--- src/rtl/sig_timing_monitor_pkg.sv ---
// Shared types and helpers for the signal timing monitor.
// Channel state encoding and the saturating counter increment.
package sig_timing_monitor_pkg;

  localparam logic [1:0] ST_IDLE = 2'd0;
  localparam logic [1:0] ST_WAIT = 2'd1;
  localparam logic [1:0] ST_RUN  = 2'd2;

  typedef enum logic [1:0] {
    StIdle = ST_IDLE,
    StWait = ST_WAIT,
    StRun  = ST_RUN
  } ch_state_e;

  // Counters up to 32 bits wide share this; callers zero-extend and truncate.
  function automatic logic [31:0] sat_inc(input logic [31:0] val, input logic [31:0] max_val);
    return (val >= max_val) ? max_val : val + 32'd1;
  endfunction

endpackage

--- src/rtl/stm_channel.sv ---
// One monitored channel: edge detect, state machine, width/period counters and checks.
// Emits single-cycle violation set pulses in the cycle the offending edge is on the input.
module stm_channel
  import sig_timing_monitor_pkg::*;
#(
  parameter int unsigned CNT_W = 16
) (
  input  logic             clk,
  input  logic             rst,
  input  logic             sig_i,
  input  logic             en_i,
  input  logic [CNT_W-1:0] min_width_i,
  input  logic [CNT_W-1:0] min_period_i,
  input  logic [CNT_W-1:0] max_period_i,
  output logic             width_set_o,
  output logic             period_set_o,
  output logic [CNT_W-1:0] last_period_o
);

  localparam logic [CNT_W-1:0] CntMax = {CNT_W{1'b1}};
  localparam logic [CNT_W-1:0] CntOne = CNT_W'(1);

  ch_state_e        state_q, state_d;
  logic             sig_q;
  logic [CNT_W-1:0] lvl_q, lvl_d;
  logic [CNT_W-1:0] per_q, per_d;
  logic [CNT_W-1:0] last_q, last_d;
  logic             hi_done_q, hi_done_d;
  logic             tmo_done_q, tmo_done_d;
  logic             rise, fall;
  logic             width_short, period_bad;

  assign rise = sig_i & ~sig_q;
  assign fall = ~sig_i & sig_q;

  assign width_short = (min_width_i != '0) && (lvl_q < min_width_i);
  assign period_bad  = ((min_period_i != '0) && (per_q < min_period_i)) ||
                       ((max_period_i != '0) && (per_q > max_period_i));

  always_comb begin
    state_d      = state_q;
    lvl_d        = lvl_q;
    per_d        = per_q;
    last_d       = last_q;
    hi_done_d    = hi_done_q;
    tmo_done_d   = tmo_done_q;
    width_set_o  = 1'b0;
    period_set_o = 1'b0;

    case (state_q)
      StIdle: begin
        if (en_i) state_d = StWait;
      end
      StWait: begin
        if (rise) begin
          state_d = StRun;
          lvl_d   = CntOne;
          per_d   = CntOne;
        end
      end
      StRun: begin
        lvl_d = (rise || fall) ? CntOne : CNT_W'(sat_inc(32'(lvl_q), 32'(CntMax)));
        per_d = rise ? CntOne : CNT_W'(sat_inc(32'(per_q), 32'(CntMax)));
        if (fall) begin
          hi_done_d = 1'b1;
          if (width_short) width_set_o = 1'b1;
        end
        if (rise) begin
          // Low time is only meaningful once a full high phase has been seen.
          if (hi_done_q && width_short) width_set_o = 1'b1;
          if (period_bad) period_set_o = 1'b1;
          last_d     = per_q;
          tmo_done_d = 1'b0;
        end else if ((max_period_i != '0) && (per_q == max_period_i) && !tmo_done_q) begin
          period_set_o = 1'b1;
          tmo_done_d   = 1'b1;
        end
      end
      default: state_d = StIdle;
    endcase

    if (!en_i) begin
      state_d      = StIdle;
      lvl_d        = '0;
      per_d        = '0;
      hi_done_d    = 1'b0;
      tmo_done_d   = 1'b0;
      width_set_o  = 1'b0;
      period_set_o = 1'b0;
    end
  end

  always_ff @(posedge clk or posedge rst) begin
    if (rst) begin
      state_q    <= StIdle;
      sig_q      <= 1'b0;
      lvl_q      <= '0;
      per_q      <= '0;
      last_q     <= '0;
      hi_done_q  <= 1'b0;
      tmo_done_q <= 1'b0;
    end else begin
      state_q    <= state_d;
      sig_q      <= sig_i;
      lvl_q      <= lvl_d;
      per_q      <= per_d;
      last_q     <= last_d;
      hi_done_q  <= hi_done_d;
      tmo_done_q <= tmo_done_d;
    end
  end

  assign last_period_o = last_q;

endmodule

--- src/rtl/sig_timing_monitor.sv ---
// Run-time width/period monitor for CH clk-synchronous signals.
// Sticky violation flags, a registered irq and a selectable last-period readback.
module sig_timing_monitor
  import sig_timing_monitor_pkg::*;
#(
  parameter int unsigned CH    = 4,
  parameter int unsigned CNT_W = 16,
  localparam int unsigned SEL_W = (CH > 1) ? $clog2(CH) : 1
) (
  input  logic             clk,
  input  logic             rst,
  input  logic [CH-1:0]    sig_in,
  input  logic [CH-1:0]    ch_en,
  input  logic [CNT_W-1:0] min_width,
  input  logic [CNT_W-1:0] min_period,
  input  logic [CNT_W-1:0] max_period,
  input  logic             clr_viol,
  input  logic [SEL_W-1:0] meas_sel,
  output logic [CH-1:0]    viol_width,
  output logic [CH-1:0]    viol_period,
  output logic             irq,
  output logic [CNT_W-1:0] meas_period
);

  logic [CH-1:0]    width_set, period_set;
  logic [CNT_W-1:0] last_period [CH];
  logic [CH-1:0]    viol_width_q, viol_width_d;
  logic [CH-1:0]    viol_period_q, viol_period_d;
  logic             irq_q, irq_d;
  logic [CNT_W-1:0] meas_q, meas_d;

  for (genvar g = 0; g < CH; g++) begin : g_ch
    stm_channel #(
      .CNT_W(CNT_W)
    ) u_ch (
      .clk          (clk),
      .rst          (rst),
      .sig_i        (sig_in[g]),
      .en_i         (ch_en[g]),
      .min_width_i  (min_width),
      .min_period_i (min_period),
      .max_period_i (max_period),
      .width_set_o  (width_set[g]),
      .period_set_o (period_set[g]),
      .last_period_o(last_period[g])
    );
  end

  always_comb begin
    // A set in the same cycle as a clear wins.
    viol_width_d  = (viol_width_q & ~{CH{clr_viol}}) | width_set;
    viol_period_d = (viol_period_q & ~{CH{clr_viol}}) | period_set;
    irq_d         = |{viol_width_q, viol_period_q};
    meas_d        = '0;
    for (int unsigned i = 0; i < CH; i++) begin
      if (32'(meas_sel) == i) meas_d = last_period[i];
    end
  end

  always_ff @(posedge clk or posedge rst) begin
    if (rst) begin
      viol_width_q  <= '0;
      viol_period_q <= '0;
      irq_q         <= 1'b0;
      meas_q        <= '0;
    end else begin
      viol_width_q  <= viol_width_d;
      viol_period_q <= viol_period_d;
      irq_q         <= irq_d;
      meas_q        <= meas_d;
    end
  end

  assign viol_width  = viol_width_q;
  assign viol_period = viol_period_q;
  assign irq         = irq_q;
  assign meas_period = meas_q;

endmodule

--- config.mk ---
export PLATFORM = sky130hd
export DESIGN_NAME = sig_timing_monitor
export DESIGN_NICKNAME = d
export VERILOG_FILES = /design/src/rtl/sig_timing_monitor_pkg.sv /design/src/rtl/stm_channel.sv /design/src/rtl/sig_timing_monitor.sv
export SDC_FILE = /design/constraint.sdc
export NUM_CORES = 1
export LEC_CHECK = 0
export ABC_AREA = 1
export CAP_MARGIN = 20
export CORE_AREA = 2 2 166 233
export DETAILED_ROUTE_END_ITERATION = 10
export DIE_AREA = 0 0 168 235
export DONT_BUFFER_PORTS = 1
export PLACE_DENSITY_LB_ADDON = 0.25
export SETUP_SLACK_MARGIN = 0.05
export SYNTH_ARGS = -nofsm -noshare
export SYNTH_HDL_FRONTEND = slang
export SYNTH_HIERARCHICAL = 1
export SYNTH_SLANG_ARGS = --single-unit
--- constraint.sdc ---
create_clock -name clk -period 2.9 [get_ports clk]
set_clock_uncertainty 0.15 [all_clocks]
set_input_delay 0.58 -clock clk [delete_from_list [all_inputs] [get_ports clk]]
set_output_delay 0.58 -clock clk [all_outputs]
set_load 0.02 [all_outputs]
==> reports/metrics.cfg, run 1 <==
[timing]
rsz0062_at_grt=no
final_max_slew_viol_count=0
fmax_ghz=0.4220
tightestPinTransition_ps=974.4
final_hold_viol_count=0
setup_tns_ps=0
slew-limit-headroom=0.3504
finalSetupViolCount=0
finalCritPeriodShare=0.8171
fin_crit_ps=2370

[setup_path]
cp.arrival_ps=2640
cp-end-kind=register
worstPathMaxFanout=4
crit_required_ps=3170
worstSetupPathType=reg -> reg
start_kind=register

[clock_tree]
htreeDepth=1
post_cts_resized=0
cts_tree=built
cts_made_buffers=26
cts-hold-fix-buffers=9
clockRootBuffer=clkbuf_16
cts.sinks=237
postCtsSetupBuffers=0
clk_latency_ps=570
clk_pin_slew_ps=70
clockBufferDepth=3

[finish]
area_growth_pct=8.657
drive_above_1_share=0.1071
antenna_cells=0
finalInstanceArea_um2=20060
final_nets=2828

[pwr]
cellPowerDensity_nw_per_um2=382.8
vdd_drop_max_v=0.0003603
combPwrFrac=0.073
sw_frac_of_total=0.2498
seq_power_share=0.439
p_leak_nw=10.19
clockPowerShare=0.487
switchingPower_mw=1.918
p_int_mw=5.759

[yosys]
postSynth.asyncResetShare=1.000
synth_common_cells=nand2_1 (587), inv_1 (401), dfrtp_1 (237), ha_1 (200), nor2_1 (156)
yosysMostFrequentCell=nand2_1
synth.largest_area_cell=dfrtp_1
yosys_register_bits=237
syn_inst=2542
ys_seq_area_frac=0.3213
synth_ff_type=dfrtp_1
synthTopCellsByArea=dfrtp_1 (32%), ha_1 (14%), nand2_1 (12%)
syn_nets=2803
avgSynthCellArea_um2=7.261
synth.distinct_cells=37
synth_top_area_frac=0.3213
synth_edf_count=0
netlist_area_um2=18460
yosysWarnings=6

[grt]
antenna_found_initial=0
grt_pass1_wl_um=92980
grt_max_degree=54
grt_usage=0.2993
grt_pass1_vias=17070
globalRouteOverflowTotal=0

[floorplan]
fp.dieW_um=168
die-area_um2=39480
row_count=84
coreArea_um2=37310
io_pins=86
die_height_um=235
start_util=0.4947

[placement]
place_congestion=1.052
port_buffers=0
dp_hpwl_um=46110
placed_area_um2=19010

[routing]
first_iter_violations=1376
drtPass1Iterations=6
via_per_inst=5.763
antenna_left=0
wl_per_cell_um=19.51
drt-total-wl_um=59690
vias=17640
post-route-drc-count=0

[job]
maxCapViolations=0

[outcome]
status=finished, final reports clean

[worst_hold_path]
hold_class=in -> reg

[sequential cells by signal, summed over array words and instances (netlist names)]
signal                   count
g_ch.u_ch/hi_done_q          4
g_ch.u_ch/last_period_o     64
g_ch.u_ch/lvl_q             64
g_ch.u_ch/per_q             64
g_ch.u_ch/sig_q              4
g_ch.u_ch/state_q            8
g_ch.u_ch/tmo_done_q         4
irq                          1
meas_period                 16
viol_period                  4
viol_width                   4
[area by class of cell]
| type | instances | area, um2 |
|---|---|---|
| Clock buffer | 33 | 738.2 |
| Clock inverter | 15 | 215.2 |
| Fill cell | 3456 | 17260 |
| Inverter | 459 | 1723 |
| Multi-Input combinational cell | 1810 | 10590 |
| Sequential cell | 237 | 5931 |
| Tap cell | 473 | 591.8 |
| Timing Repair Buffer | 33 | 270.3 |
[worst max-delay path: stages, from the launching register on]
cell	delay [ps]
dfrtp_1	450
ha_1	330
nand2_1	80
nor2_1	160
nand2_1	130
nor3_1	440
nor2_1	80
nand2_1	90
nand3_1	80
nand2_1	80
inv_1	30
o21bai_1	140
[path summary, 6_finish.rpt]
check | start | endpoint | slack (ps) | cells past startpoint
min in group asynchronous | rst | g_ch[2].u_ch/lvl_q[5] | 450 | 2
max | g_ch[3].u_ch/per_q[15] | viol_period[3] | 530 | 11
min reg2reg | g_ch[0].u_ch/hi_done_q | g_ch[0].u_ch/hi_done_q | 330 | 2
max reg2reg | g_ch[3].u_ch/per_q[15] | viol_period[3] | 530 | 11
max in group asynchronous | rst | g_ch[0].u_ch/per_q[9] | 1150 | 3
min | ch_en[3] | g_ch[3].u_ch/hi_done_q | 20 | 2
[per-layer routing]
metal,routed length [um],GRT usage,vias to the layer above
li1,-,-,8379
met5,0,0,-
met4,4832,0.2050,0
met3,3689,0.03925,245
met1,22430,0.3404,8326
met2,28740,0.5198,685
[power by group through the flow]
stage / combinational, mW / clock (mW) / sequential, mW
floorplan: 0.428 / 0 / 3.42
global placement: 0.527 / 0 / 3.43
CTS: 0.566 / 3.79 / 3.37
finish: 0.562 / 3.74 / 3.37
detailed placement: 0.546 / 0 / 3.43
global route: 0.646 / 3.91 / 3.37
[layout by cell type (no fill, tap or decap), drive strengths merged, types with 9 or more instances in the layout]
cell type and instances:
nand2 611, inv 460, dfrtp 237, o21ai 232, ha 200, nor2 197, nand3 164, a21oi 112
nor3 94, nand4 52, o22ai 36, clkbuf 33, xor2 32, nor4 24, buf 24, o21bai 12
dlygate4sd3 9
[cells by family after synthesis]
| group | after synthesis | synth area share |
|---|---|---|
| simple gates | 1166 | 0.3005 |
| buf+inv | 495 | 0.1051 |
| compound gates | 412 | 0.1223 |
| flops | 237 | 0.3213 |
| fa+ha+maj | 200 | 0.1356 |
| xor+xnor | 32 | 0.01518 |
[stage by stage]
step	power (mW)	worst slack (ps)	util	hold slack [ps]	std cells
after floorplan	3.851	883.8	-	297.2	2542
after global placement	3.959	429.2	0.5096	258.5	3003
after detailed placement	3.979	456.1	0.5096	259.5	3003
after CTS	7.728	539.2	0.5375	3.082	3060
after global routing	7.930	422.7	0.5375	14.55	3060
final	7.677	530.4	0.5375	20.93	3060
(Power assumes the default switching activity.)
==> inputs of run 2 (changes only) <==
- clock period: 2.9 -> 2.45 ns (I/O delays scaled with it)
==> run 2 against run 1 <==
Global-route usage increased by 1.2 points. Combinational power increased by 28%. Core utilization up 0.84 points. Routed wire length grew 4.1%. Critical path type unchanged. Clock power grew 20%. Total power up 20%. Highest routed layer unchanged. Setup slack got worse by 340 ps. Final area rose by 1.6%. Worst hold slack got worse by 6.0 ps. Critical endpoint is now viol_period[0]. Sequential power is 18% higher. Non-clock buffer count rose by 30.
==> reports/metrics.cfg, run 2 (same netlist as run 1, synthesis figures left out) <==
[floorplan]
coreArea_um2=37310  ; unchanged
start_util=0.4947  ; unchanged
fp.dieW_um=168  ; unchanged
die_height_um=235  ; unchanged
io_pins=86  ; unchanged
row_count=84  ; unchanged
die-area_um2=39480  ; unchanged

[clock_tree]
clk_pin_slew_ps=60  ; about the same
cts.sinks=237  ; unchanged
clockBufferDepth=3  ; unchanged
cts_tree=built
htreeDepth=1  ; unchanged
clk_latency_ps=560  ; about the same
clockRootBuffer=clkbuf_16
post_cts_resized=0  ; unchanged
cts_made_buffers=28  ; +7.7%

[pwr]
sw_frac_of_total=0.2496  ; about the same
p_int_mw=6.906  ; +20%
seq_power_share=0.434  ; -0.005
switchingPower_mw=2.298  ; +20%
combPwrFrac=0.078  ; +0.005
vdd_drop_max_v=0.0004216  ; +17%
cellPowerDensity_nw_per_um2=451.9  ; +18%
clockPowerShare=0.488  ; about the same
p_leak_nw=10.38  ; +1.9%

[grt]
antenna_found_initial=0  ; unchanged
grt_usage=0.3112  ; +0.01191
grt_pass1_wl_um=95520  ; +2.7%
grt_pass1_vias=17190  ; +0.73%
grt_max_degree=54  ; unchanged
globalRouteOverflowTotal=0  ; unchanged

[finish]
finish.utilization=0.5459  ; +0.008384
nFillCells=3519  ; +1.8%
drive_above_1_share=0.1157  ; +0.008619
layout_commonest_cell=nand2_1
layout_common_cells=nand2_1 (587), inv_1 (397), dfrtp_1 (237)
final_nets=2860  ; +1.1%
area_growth_pct=10.35
antenna_cells=0  ; unchanged

[routing]
antenna_left=0  ; unchanged
first_iter_violations=1410  ; +2.5%
post-route-drc-count=0  ; unchanged
drtPass1Iterations=6  ; unchanged
drt-total-wl_um=62130  ; +4.1%
via_per_inst=5.703  ; -1.0%
vias=17630  ; -0.0057%
wl_per_cell_um=20.09  ; +3.0%

[worst_hold_path]
whs_path_depth=2  ; unchanged
hold_class=in -> reg
hold_path_end=meas_period[8]
hp-start=meas_sel[0]

[timing]
rsz0062_at_grt=no
slew-limit-headroom=0.4504  ; +0.1000
finalSetupViolCount=0  ; unchanged
finalCritPeriodShare=0.9225  ; +0.1054
final_hold_viol_count=0  ; unchanged
worst_slack_ps=189.8  ; -340.6 ps
fin_crit_ps=2260  ; -109.4 ps
setup_tns_ps=0  ; unchanged
hold_ws_ps=14.95  ; -5.982 ps
tightestPinTransition_ps=821.6  ; -152.7 ps
fmax_ghz=0.4424  ; +4.8%
final_max_slew_viol_count=0  ; unchanged

[placement]
dp_hpwl_um=47820  ; +3.7%
place_congestion=0.9559  ; -9.1%
dp_slack_ps=202.3  ; -253.8 ps
port_buffers=0  ; unchanged

[setup_path]
ff2ff_setup_slack_ps=190  ; -340 ps
crit_required_ps=2710  ; -460 ps
cp.arrival_ps=2520  ; -120 ps
reg2regPathDepth=11  ; unchanged
reg2reg_to=viol_period[0]
cp-end-kind=register
worstPathMaxFanout=5  ; +1
start_kind=register
worstSetupPathType=reg -> reg
rr_startpoint=g_ch[0].u_ch/per_q[14]

[job]
maxCapViolations=0  ; unchanged

[outcome]
status=finished, final reports clean

[run 2: cell count changes in the layout (fill, tap and decap cells not counted)]
cell	previous run	this run
dlygate4sd3_1	9	14
clkinv_2	5	7
buf_12	0	4
clkbuf_1	2	3
clkbuf_16	27	29
clkinvlp_4	3	0
buf_4	24	45
bufinv_16	5	4
clkbuf_8	4	5
[run 2: stage by stage]
step,instances,area (um2),power (mW)
after floorplan,2542,18460,4.558
after global placement,3028,19250,4.720
after detailed placement,3028,19250,4.748
after CTS,3092,20370,9.279
after global routing,3092,20370,9.517
final,3092,20370,9.204
[run 2: final cells by class]
type / count / area [um2] / area share
repair buffers: 63 / 558.0 / 0.02740
inverters: 459 / 1723 / 0.08459
flip-flops and latches: 237 / 5931 / 0.2912
multi-input cells: 1810 / 10590 / 0.5197
clock buffers: 37 / 805.8 / 0.03956
well taps: 473 / 591.8 / 0.02906
clock inverters: 13 / 172.7 / 0.008477
[run 2: what timing repair did]
action	4_1_cts	5_1_grt
hold buffers	14	0
hold endpoints to repair	197	0
setup buffers	0	0
[run 2: worst max path at each step]
stage | end | cells after the start | start
after CTS | viol_period[2] | 12 | g_ch[2].u_ch/per_q[14]
after detailed placement | viol_period[2] | 13 | max_period[15]
after floorplan | g_ch[0].u_ch/hi_done_q | 1 | rst
after global placement | viol_period[2] | 13 | max_period[15]
final | viol_period[0] | 11 | g_ch[0].u_ch/per_q[14]
after global routing | viol_period[3] | 12 | g_ch[3].u_ch/per_q[13]
[run 2: worst max-delay path, cell delays in order (launching register included)]
cell      delay [ps]
dfrtp_1          480
ha_1             320
nand2_1           60
nor2_1           160
nand2_1          110
nor3_1           340
nor2_1            70
nand2_1           90
nand3_1           80
nand2_1           70
inv_1             30
o21bai_1         150
[run 2: power groups by stage]
stage / Sequential (mW) / Clock (mW) / Combinational, mW
after floorplan: 4.05 / 0 / 0.506
after global placement: 4.06 / 0 / 0.656
after detailed placement: 4.06 / 0 / 0.684
after CTS: 3.99 / 4.56 / 0.725
after global routing: 3.99 / 4.70 / 0.819
final: 3.99 / 4.49 / 0.720
[run 2: layer usage]
metal | part of all wire | up-vias | GRT usage
met3 | 0.063 | 211 | 0.05036
met2 | 0.49 | 640 | 0.5448
met5 | 0 | - | 0
li1 | - | 8446 | -
met1 | 0.38 | 8337 | 0.3496
met4 | 0.072 | 0 | 0.1997
